### config.mk
export PLATFORM = sky130hd
export DESIGN_NAME = sync_lock_ctrl
export DESIGN_NICKNAME = d
export VERILOG_FILES = /design/src/rtl/sync_lock_ctrl.sv
export SDC_FILE = /design/constraint.sdc
export NUM_CORES = 1
export LEC_CHECK = 0
export CORE_ASPECT_RATIO = 1.4
export CORE_MARGIN = 2
export CORE_UTILIZATION = 55
export CTS_BUF_LIST = sky130_fd_sc_hd__clkbuf_2 sky130_fd_sc_hd__clkbuf_4 sky130_fd_sc_hd__clkbuf_8
export DETAILED_ROUTE_END_ITERATION = 8
export DONT_BUFFER_PORTS = 1
export HOLD_SLACK_MARGIN = 0.1
export PLACE_DENSITY = 0.7
export RECOVER_POWER = 50
export SLEW_MARGIN = 20
export SYNTH_ARGS = -nofsm -noshare
export SYNTH_HDL_FRONTEND = slang
export SYNTH_SLANG_ARGS = --single-unit
### constraint.sdc
create_clock -name clk -period 3.4 [get_ports clk]
set_input_delay 0.51 -clock clk [delete_from_list [all_inputs] [get_ports clk]]
set_output_delay 0.51 -clock clk [all_outputs]
set_load 0.01 [all_outputs]
### src/rtl/sync_lock_ctrl.sv
// Line-lock controller: qualifies detected hsync edges against the nominal line
// period and drives a flywheel-regenerated hsync, gated vsync and line numbering.
module sync_lock_ctrl #(
   parameter int unsigned LINE_TIME  = 1536,
   parameter int unsigned HSYNC_TIME = 113,
   parameter int unsigned TOL        = 24,
   parameter int unsigned LOCK_LINES = 8,
   parameter int unsigned MISS_MAX   = 16
) (
   input  logic       clk,
   input  logic       reset,
   input  logic       ce,
   input  logic       hsync_in,
   input  logic       vsync_in,
   output logic       hsync_out,
   output logic       vsync_out,
   output logic       locked,
   output logic [9:0] line_count,
   output logic [9:0] field_lines,
   output logic [1:0] state
);

   typedef enum logic [1:0] {
      ST_SEARCH = 2'd0,
      ST_VERIFY = 2'd1,
      ST_LOCKED = 2'd2,
      ST_COAST  = 2'd3
   } state_t;

   localparam int unsigned FW_W = $clog2(LINE_TIME);
   localparam int unsigned GC_W = $clog2(LOCK_LINES + 1);
   localparam int unsigned MC_W = $clog2(MISS_MAX + 1);

   localparam logic [FW_W-1:0] FW_LAST = FW_W'(LINE_TIME - 1);
   localparam logic [FW_W-1:0] WIN_LO  = FW_W'(LINE_TIME - TOL);
   localparam logic [FW_W-1:0] WIN_HI  = FW_W'(TOL);
   localparam logic [FW_W-1:0] HIT_CLR = FW_W'(TOL + 1);
   localparam logic [FW_W-1:0] HS_END  = FW_W'(HSYNC_TIME);
   localparam logic [15:0]     PC_MIN  = 16'(LINE_TIME - TOL);
   localparam logic [15:0]     PC_MAX  = 16'(LINE_TIME + TOL);
   localparam logic [GC_W-1:0] GC_LAST = GC_W'(LOCK_LINES - 1);
   localparam logic [MC_W-1:0] MC_LAST = MC_W'(MISS_MAX - 1);

   state_t          state_q, state_d;
   logic            hsync_in_z, vsync_in_z;
   logic [15:0]     pc;
   logic [FW_W-1:0] fw, fw_d;
   logic [GC_W-1:0] good_cnt, good_cnt_d;
   logic [MC_W-1:0] miss_cnt, miss_cnt_d;
   logic            hit, hit_d;
   logic [9:0]      line_d, field_d;
   logic            fall_h, fall_v;
   logic            valid_period, in_window, is_lock;
   logic            rephase, line_inc;

   assign fall_h       = hsync_in_z & ~hsync_in;
   assign fall_v       = vsync_in_z & ~vsync_in;
   assign valid_period = (pc >= PC_MIN) && (pc <= PC_MAX);
   assign in_window    = (fw >= WIN_LO) || (fw <= WIN_HI);
   assign is_lock      = (state_q == ST_LOCKED) || (state_q == ST_COAST);
   assign state        = state_q;

   always_comb begin
      state_d    = state_q;
      good_cnt_d = good_cnt;
      miss_cnt_d = miss_cnt;
      rephase    = 1'b0;
      case (state_q)
         ST_SEARCH: begin
            if (fall_h && valid_period) begin
               state_d    = ST_VERIFY;
               good_cnt_d = GC_W'(1);
               rephase    = 1'b1;
            end
         end
         ST_VERIFY: begin
            if (fall_h) begin
               if (valid_period) begin
                  rephase    = 1'b1;
                  good_cnt_d = good_cnt + 1'b1;
                  if (good_cnt == GC_LAST) begin
                     state_d    = ST_LOCKED;
                     miss_cnt_d = '0;
                  end
               end else begin
                  state_d    = ST_SEARCH;
                  good_cnt_d = '0;
               end
            end
         end
         ST_LOCKED, ST_COAST: begin
            if (fall_h && in_window) begin
               rephase    = 1'b1;
               state_d    = ST_LOCKED;
               miss_cnt_d = '0;
            end else if ((fw == WIN_HI) && !hit) begin
               if (state_q == ST_LOCKED) begin
                  state_d    = ST_COAST;
                  miss_cnt_d = MC_W'(1);
               end else begin
                  miss_cnt_d = miss_cnt + 1'b1;
                  if (miss_cnt == MC_LAST) begin
                     state_d    = ST_SEARCH;
                     good_cnt_d = '0;
                  end
               end
            end
         end
      endcase

      hit_d = hit;
      if (rephase)
         hit_d = 1'b1;
      else if (fw == HIT_CLR)
         hit_d = 1'b0;

      fw_d = '0;
      if (!rephase && (fw != FW_LAST))
         fw_d = fw + 1'b1;

      // An early rephase stands in for the wrap it pre-empts; a late one follows
      // a wrap already counted, so each line advances the count exactly once.
      line_inc = rephase ? (fw >= WIN_LO) : (fw == FW_LAST);

      line_d  = line_count;
      field_d = field_lines;
      if (fall_v && is_lock) begin
         field_d = line_count;
         line_d  = '0;
      end else if (line_inc && (line_count != '1)) begin
         line_d = line_count + 1'b1;
      end
   end

   always_ff @(posedge clk) begin
      if (reset) begin
         state_q     <= ST_SEARCH;
         hsync_in_z  <= 1'b1;
         vsync_in_z  <= 1'b1;
         pc          <= '0;
         fw          <= '0;
         good_cnt    <= '0;
         miss_cnt    <= '0;
         hit         <= 1'b0;
         line_count  <= '0;
         field_lines <= '0;
         hsync_out   <= 1'b1;
         vsync_out   <= 1'b1;
         locked      <= 1'b0;
      end else begin
         if (ce) begin
            hsync_in_z  <= hsync_in;
            vsync_in_z  <= vsync_in;
            if (fall_h)
               pc <= '0;
            else if (pc != '1)
               pc <= pc + 16'd1;
            state_q     <= state_d;
            fw          <= fw_d;
            good_cnt    <= good_cnt_d;
            miss_cnt    <= miss_cnt_d;
            hit         <= hit_d;
            line_count  <= line_d;
            field_lines <= field_d;
         end
         hsync_out <= ~(is_lock && (fw < HS_END));
         locked    <= is_lock;
         if (!is_lock)
            vsync_out <= 1'b1;
         else if (ce)
            vsync_out <= vsync_in;
      end
   end

endmodule
==> metrics.cfg, run 1 <==
[global_routing]
grt_pass1_wl_mm = 11.1
grt_overflow = 0
grt-busiest-layer = met2
antenna_found_initial = 0
grtUsageMet1_pct = 24.2
met3_usage_pct = 6.56
grt_usage_pct = 22.6
grt_pass1_vias = 2500
grt_max_degree = 32
grt_util_met2_pct = 39.7

[setup_path]
cp_data_arrival_time_ps = 2980
critPathCaptureType = flop
cp-start-kind = flop
crit_buf_inv = 1
critPathKind = flop to flop
required_ps = 3660
max_stage_delay_ps = 690
cp_cell_sequence = inv_1 -> ha_1 -> nor2b_1 -> o2111ai_1 -> a21oi_1 -> a31oi_4 -> mux2i_2 -> o211ai_1 -> a31oi_1
crit_family = compound AO/OA/AOI/OAI gates
cp_slowest_cell = mux2i_2
path_max_fanout = 18

[sta]
max_freq_mhz = 368
tns_ps = 0
max-slew-margin-rel_pct = 41.1
slew_viol_final = 0
fin_skew_ps = 11.2
setup_viol = 0
hold_viol_final = 0
rsz0062_at_grt = no
fin_crit_ps = 2720
hold_ws_ps = 232
setup_slack_ps = 679
worstMarginPinSlew_ps = 874
fin_crit_sh_pct = 80.0

[die]
ios = 30
rows = 32
floorplan.die_area_sq_um = 6480
die_y_microns = 94.5
start_util_pct = 57.8
core_sq_um = 5570
die_w_microns = 68.6

[pwr]
peakVddDrop_uv = 289
pwr_density_cell_nw_per_um2 = 408
seq_power_share_pct = 54.7
swShare_pct = 23.9
combPwrFrac_pct = 3.4
switching_power_uw = 333
cell_internal_pwr_uw = 1060
p_leak_uw = 0.00117
pwr-share-clk_pct = 41.9

[clock_network]
htree_levels = 3
cts.repair.resized = 0
clock_path_buffers = 2
clk_latency_ps = 340
cts_setup_buffers = 0
cts.sinks = 64
hold_buffers = 0
cts_tree = built
clockRootBuffer = clkbuf_8
cts_inserted_buffers = 9
clk_pin_slew_ps = 70

[logic_synthesis]
synthCells = 394
synth_edf_count = 0
synth_seq_area_share_pct = 39.9
syn_area_per_cell_sq_um = 8.16
synth_ff_type = dfxtp_1
yosysWarnings = 0
synth_nets = 408
synthArstFlopShare_pct = 0
synth.ff_latch_count = 64
synth_area_sq_um = 3210
ys_types = 58

[outcome]
outcome = finished clean

[place]
dp_slack_ps = 762
port_buffers = 0
globalplace.congestion = 0.774
dp_hpwl_mm = 4.99
placed_area_sq_um = 3250

[routing]
drc = 0
wire_per_inst_microns = 14.8
wl_mm = 6.88
vias_per_cell = 5.84
first_pass_iters = 4
drt.antenna.violating_nets = 0
drt_iter0_markers = 91
dr_total_vias = 2717

[finish]
final_common_cell = dfxtp_1
mostFrequentLayoutCells = 64 x dfxtp_1, 51 x nand2_1, 40 x nor2_1, 33 x a21oi_1, 20 x nand3_1
fill_cells = 506
synthToLayoutAreaGrowth_pct = 6.54
n_antenna_cell = 0
stdcell_area_sq_um = 3420
finish.utilization_pct = 61.5
drive_gt1_share_pct = 8.06
nNetsFinal = 406

[hold_path]
hp-class = input port to flop

[flow_run]
maxCapViolCount = 0

## cells in the mapped netlist (all sizes together) (4+ instances only)
library cell  instances  area [sq um]
ha                    9           113
nor2                 40           150
o211ai                4          30.0
xnor2                11          96.3
o31ai                 4          30.0
nand2b                4          25.0
or4                   6          48.8
a21oi                35           186
dfxtp                64          1280
or3                  10          62.6
nand2                53           204
and3                  8          51.3
a31oi                 5          46.3
nor3                  8          45.0
mux2i                 4          43.8
o21ai                17          88.8
inv                  15          56.3
nand3                20           100
buf                   5          22.5
xor2                 11          96.3
nand4                14          93.8
clkbuf                9          33.8
nor4                  5          46.3
## final timing paths
kind	from	to	slack, ps	depth (start not counted)
worst min register to register	miss_cnt[4]	miss_cnt[4]	450	2
worst max-delay path	fw[0]	line_count[5]	680	9
worst max register to register	fw[0]	line_count[5]	680	9
worst min-delay path	reset	field_lines[8]	230	1
## layout make-up
cell class	instances	area (sq um)	share of cell area (%)
Tap cell	68	85.1	2.48
Multi-Input combinational cell	300	1810	52.9
Sequential cell	64	1280	37.4
Inverter	16	60.1	1.75
Timing Repair Buffer	1	7.51	0.219
Clock buffer	11	145	4.24
Clock inverter	5	32.5	0.950
## worst register-to-register path, stage by stage, from the launching register on
cell and delay, ps:
dfxtp_1 440, inv_1 70, ha_1 210, nor2b_1 130, o2111ai_1 300, a21oi_1 180, a31oi_4 260, mux2i_2 700
o211ai_1 190, a31oi_1 180
## power groups by stage
stage / Combinational (uW) / Clock, uW / Sequential, uW
after global placement: 46.4 / 0 / 780
final: 47.0 / 585 / 763
after detailed placement: 47.4 / 0 / 781
after CTS: 47.5 / 595 / 763
after global routing: 53.2 / 626 / 764
after floorplan: 44.7 / 0 / 778
## state kept, by name, summed over array words and instances (netlist names)
| name | count |
|---|---|
| pc | 16 |
| fw | 11 |
| field_lines | 10 |
| line_count | 10 |
| miss_cnt | 5 |
| good_cnt | 4 |
| state | 2 |
| hit | 1 |
| hsync_in_z | 1 |
| hsync_out | 1 |
| locked | 1 |
| vsync_in_z | 1 |
| vsync_out | 1 |
## metrics by stage
step / std cells / power, uW
floorplan: 394 / 823
global placement: 449 / 826
detailed placement: 449 / 828
CTS: 465 / 1410
global route: 465 / 1440
finish: 465 / 1400
## per-layer routing
| metal | vias up | share of wire [%] | routed length [microns] |
|---|---|---|---|
| met5 | - | 0 | 0 |
| met2 | 48 | 52 | 3580 |
| li1 | 1393 | - | - |
| met4 | 0 | 2.1 | 144 |
| met1 | 1265 | 41 | 2840 |
| met3 | 11 | 4.6 | 317 |
## kinds of logic after synthesis
logic type,Yosys count,share of synthesized area (%)
AND/OR/NAND/NOR,186,29.9
AO/OA/AOI/OAI,78,15.4
flip-flops,64,39.9
buffers and inverters,30,3.62
XOR/XNOR,22,5.99
adder cells (fa/ha/maj),9,3.50
multiplexers,5,1.71
No activity file was read; power rests on OpenSTA's default activity.
==> inputs of run 2 (changes only) <==
==> constraint.sdc (replaced) <==
create_clock -name clk -period 2.67 [get_ports clk]
set_input_delay 0.4005 -clock clk [delete_from_list [all_inputs] [get_ports clk]]
set_output_delay 0.4005 -clock clk [all_outputs]
set_load 0.01 [all_outputs]
==> metrics.cfg, run 2 (same netlist as run 1, synthesis figures left out) <==
[die]
die_w_microns = 68.6  ; unchanged
start_util_pct = 57.8  ; unchanged
core_sq_um = 5570  ; unchanged
floorplan.die_area_sq_um = 6480  ; unchanged
die_y_microns = 94.5  ; unchanged
ios = 30  ; unchanged
rows = 32  ; unchanged

[clock_network]
cts_inserted_buffers = 9  ; unchanged
hold_buffers = 0  ; unchanged
clock_path_buffers = 2  ; unchanged
cts_tree = built
cts.repair.resized = 0  ; unchanged
clk_latency_ps = 340  ; about the same
cts.sinks = 64  ; unchanged
htree_levels = 3  ; unchanged
cts_setup_buffers = 0  ; unchanged
clockRootBuffer = clkbuf_8
clk_pin_slew_ps = 70  ; about the same

[sta]
fin_skew_ps = 11.9  ; +0.702 ps
max-slew-margin-rel_pct = 51.6  ; +11 points
fin_crit_sh_pct = 91.8  ; +12 points
fin_crit_ps = 2450  ; -270 ps
tns_ps = 0  ; unchanged
max_freq_mhz = 408  ; +11%
hold_ws_ps = 127  ; -105 ps
hold_viol_final = 0  ; unchanged
worstMarginPinSlew_ps = 723  ; -151 ps
slew_viol_final = 0  ; unchanged
setup_viol = 0  ; unchanged
rsz0062_at_grt = no

[place]
globalplace.congestion = 0.780  ; +0.74%
placed_area_sq_um = 3300  ; +1.4%
dp_hpwl_mm = 4.92  ; -1.4%
port_buffers = 0  ; unchanged

[routing]
wirelength_met1_mm = 2.79  ; -1.8%
drt_iter0_markers = 105  ; +15%
dr_total_vias = 2745  ; +1.0%
wl_mm = 6.91  ; +0.33%
drt.antenna.violating_nets = 0  ; unchanged
top_layer = met4
met2WireLength_mm = 3.70  ; +3.5%
drc = 0  ; unchanged
met3WireLength_microns = 307  ; -3.2%
wire_per_inst_microns = 14.7  ; -0.94%
first_pass_iters = 4  ; unchanged
vias_per_cell = 5.83  ; -0.26%

[finish]
nNetsFinal = 412  ; +1.5%
largest_reg_flops = 16  ; unchanged
drive_gt1_share_pct = 9.43  ; +1.4 points
mostFrequentLayoutCells = 64 x dfxtp_1, 51 x nand2_1, 40 x nor2_1, 32 x a21oi_1, 20 x nand3_1
finish.utilization_pct = 62.9  ; +1.4 points
n_antenna_cell = 0  ; unchanged
max_flop_register = pc
final_common_cell = dfxtp_1
stdcell_area_sq_um = 3500  ; +2.2%
reg_top3 = pc (16), fw (11)
synthToLayoutAreaGrowth_pct = 8.91

[global_routing]
grt_max_degree = 32  ; unchanged
grt_pass1_wl_mm = 11.5  ; +3.5%
antenna_found_initial = 0  ; unchanged
grt_pass1_vias = 2620  ; +4.8%
grt_overflow = 0  ; unchanged
grt_usage_pct = 23.3  ; +0.72 points

[setup_path]
critPathCaptureType = flop
critPathKind = flop to flop
required_ps = 2930  ; -730 ps
cp_data_arrival_time_ps = 2710  ; -270 ps
cp-start-kind = flop
path_max_fanout = 18  ; unchanged

[pwr]
peakVddDrop_uv = 382  ; +32%
p_leak_uw = 0.00121  ; +3.4%
pwr_density_cell_nw_per_um2 = 538  ; +32%

[flow_run]
maxCapViolCount = 0  ; unchanged

[outcome]
outcome = finished clean

[hold_path]
hp-class = input port to flop

[run 2: cell count changes in the layout (fill, tap and decap cells not counted), sizes merged]
| cell | delta |
|---|---|
| clkinvlp | -1 |
| buf | +4 |
| clkbuf | +2 |
| bufinv | +1 |
[run 2: per-stage QoR]
stage,power [uW],setup WS (ps),cells
2_1_floorplan,1050,418,394
3_3_place_gp,1050,261,455
3_5_place_dp,1060,154,455
4_1_cts,1900,122,471
5_1_grt,1950,63.1,471
6_report,1880,219,471
[run 2: layer usage]
layer	GRT usage (%)	vias up
li1	-	1405
met2	43.6	52
met3	6.08	8
met5	0	-
met1	24.1	1280
met4	8.00	0
[run 2: report_power, final]
group          internal (uW)  total, uW  leakage (uW)  switching [uW]
Sequential               962        972      0.000517            10.1
Combinational           24.7       62.8      0.000590            38.1
Clock                    479        849      0.000101             371
Total                   1460       1880       0.00121             419
[run 2: worst paths after layout]
| kind | cells after the start | slack (ps) | to | startpoint |
|---|---|---|---|---|
| hold / removal | 1 | 130 | field_lines[6] | reset |
| setup / recovery | 10 | 220 | line_count[7] | fw[0] |
| hold reg to reg | 2 | 460 | miss_cnt[4] | miss_cnt[4] |
| setup reg to reg | 10 | 220 | line_count[7] | fw[0] |
[run 2: layout make-up]
cell class,count,area (sq um)
Timing Repair Buffer,7,45.0
Inverter,16,60.1
Tap cell,68,85.1
Sequential cell,64,1280
Clock buffer,11,151
Multi-Input combinational cell,300,1820
Fill cell,520,2060
Clock inverter,5,55.1
[run 2: worst max-delay path, cell delays in order (launching register included)]
cell	delay (ps)
dfxtp_1	430
inv_1	80
ha_1	210
nor2b_1	140
o2111ai_2	250
a21oi_2	110
a31oi_4	230
mux2i_2	90
buf_4	190
or4_1	500
a21oi_1	150
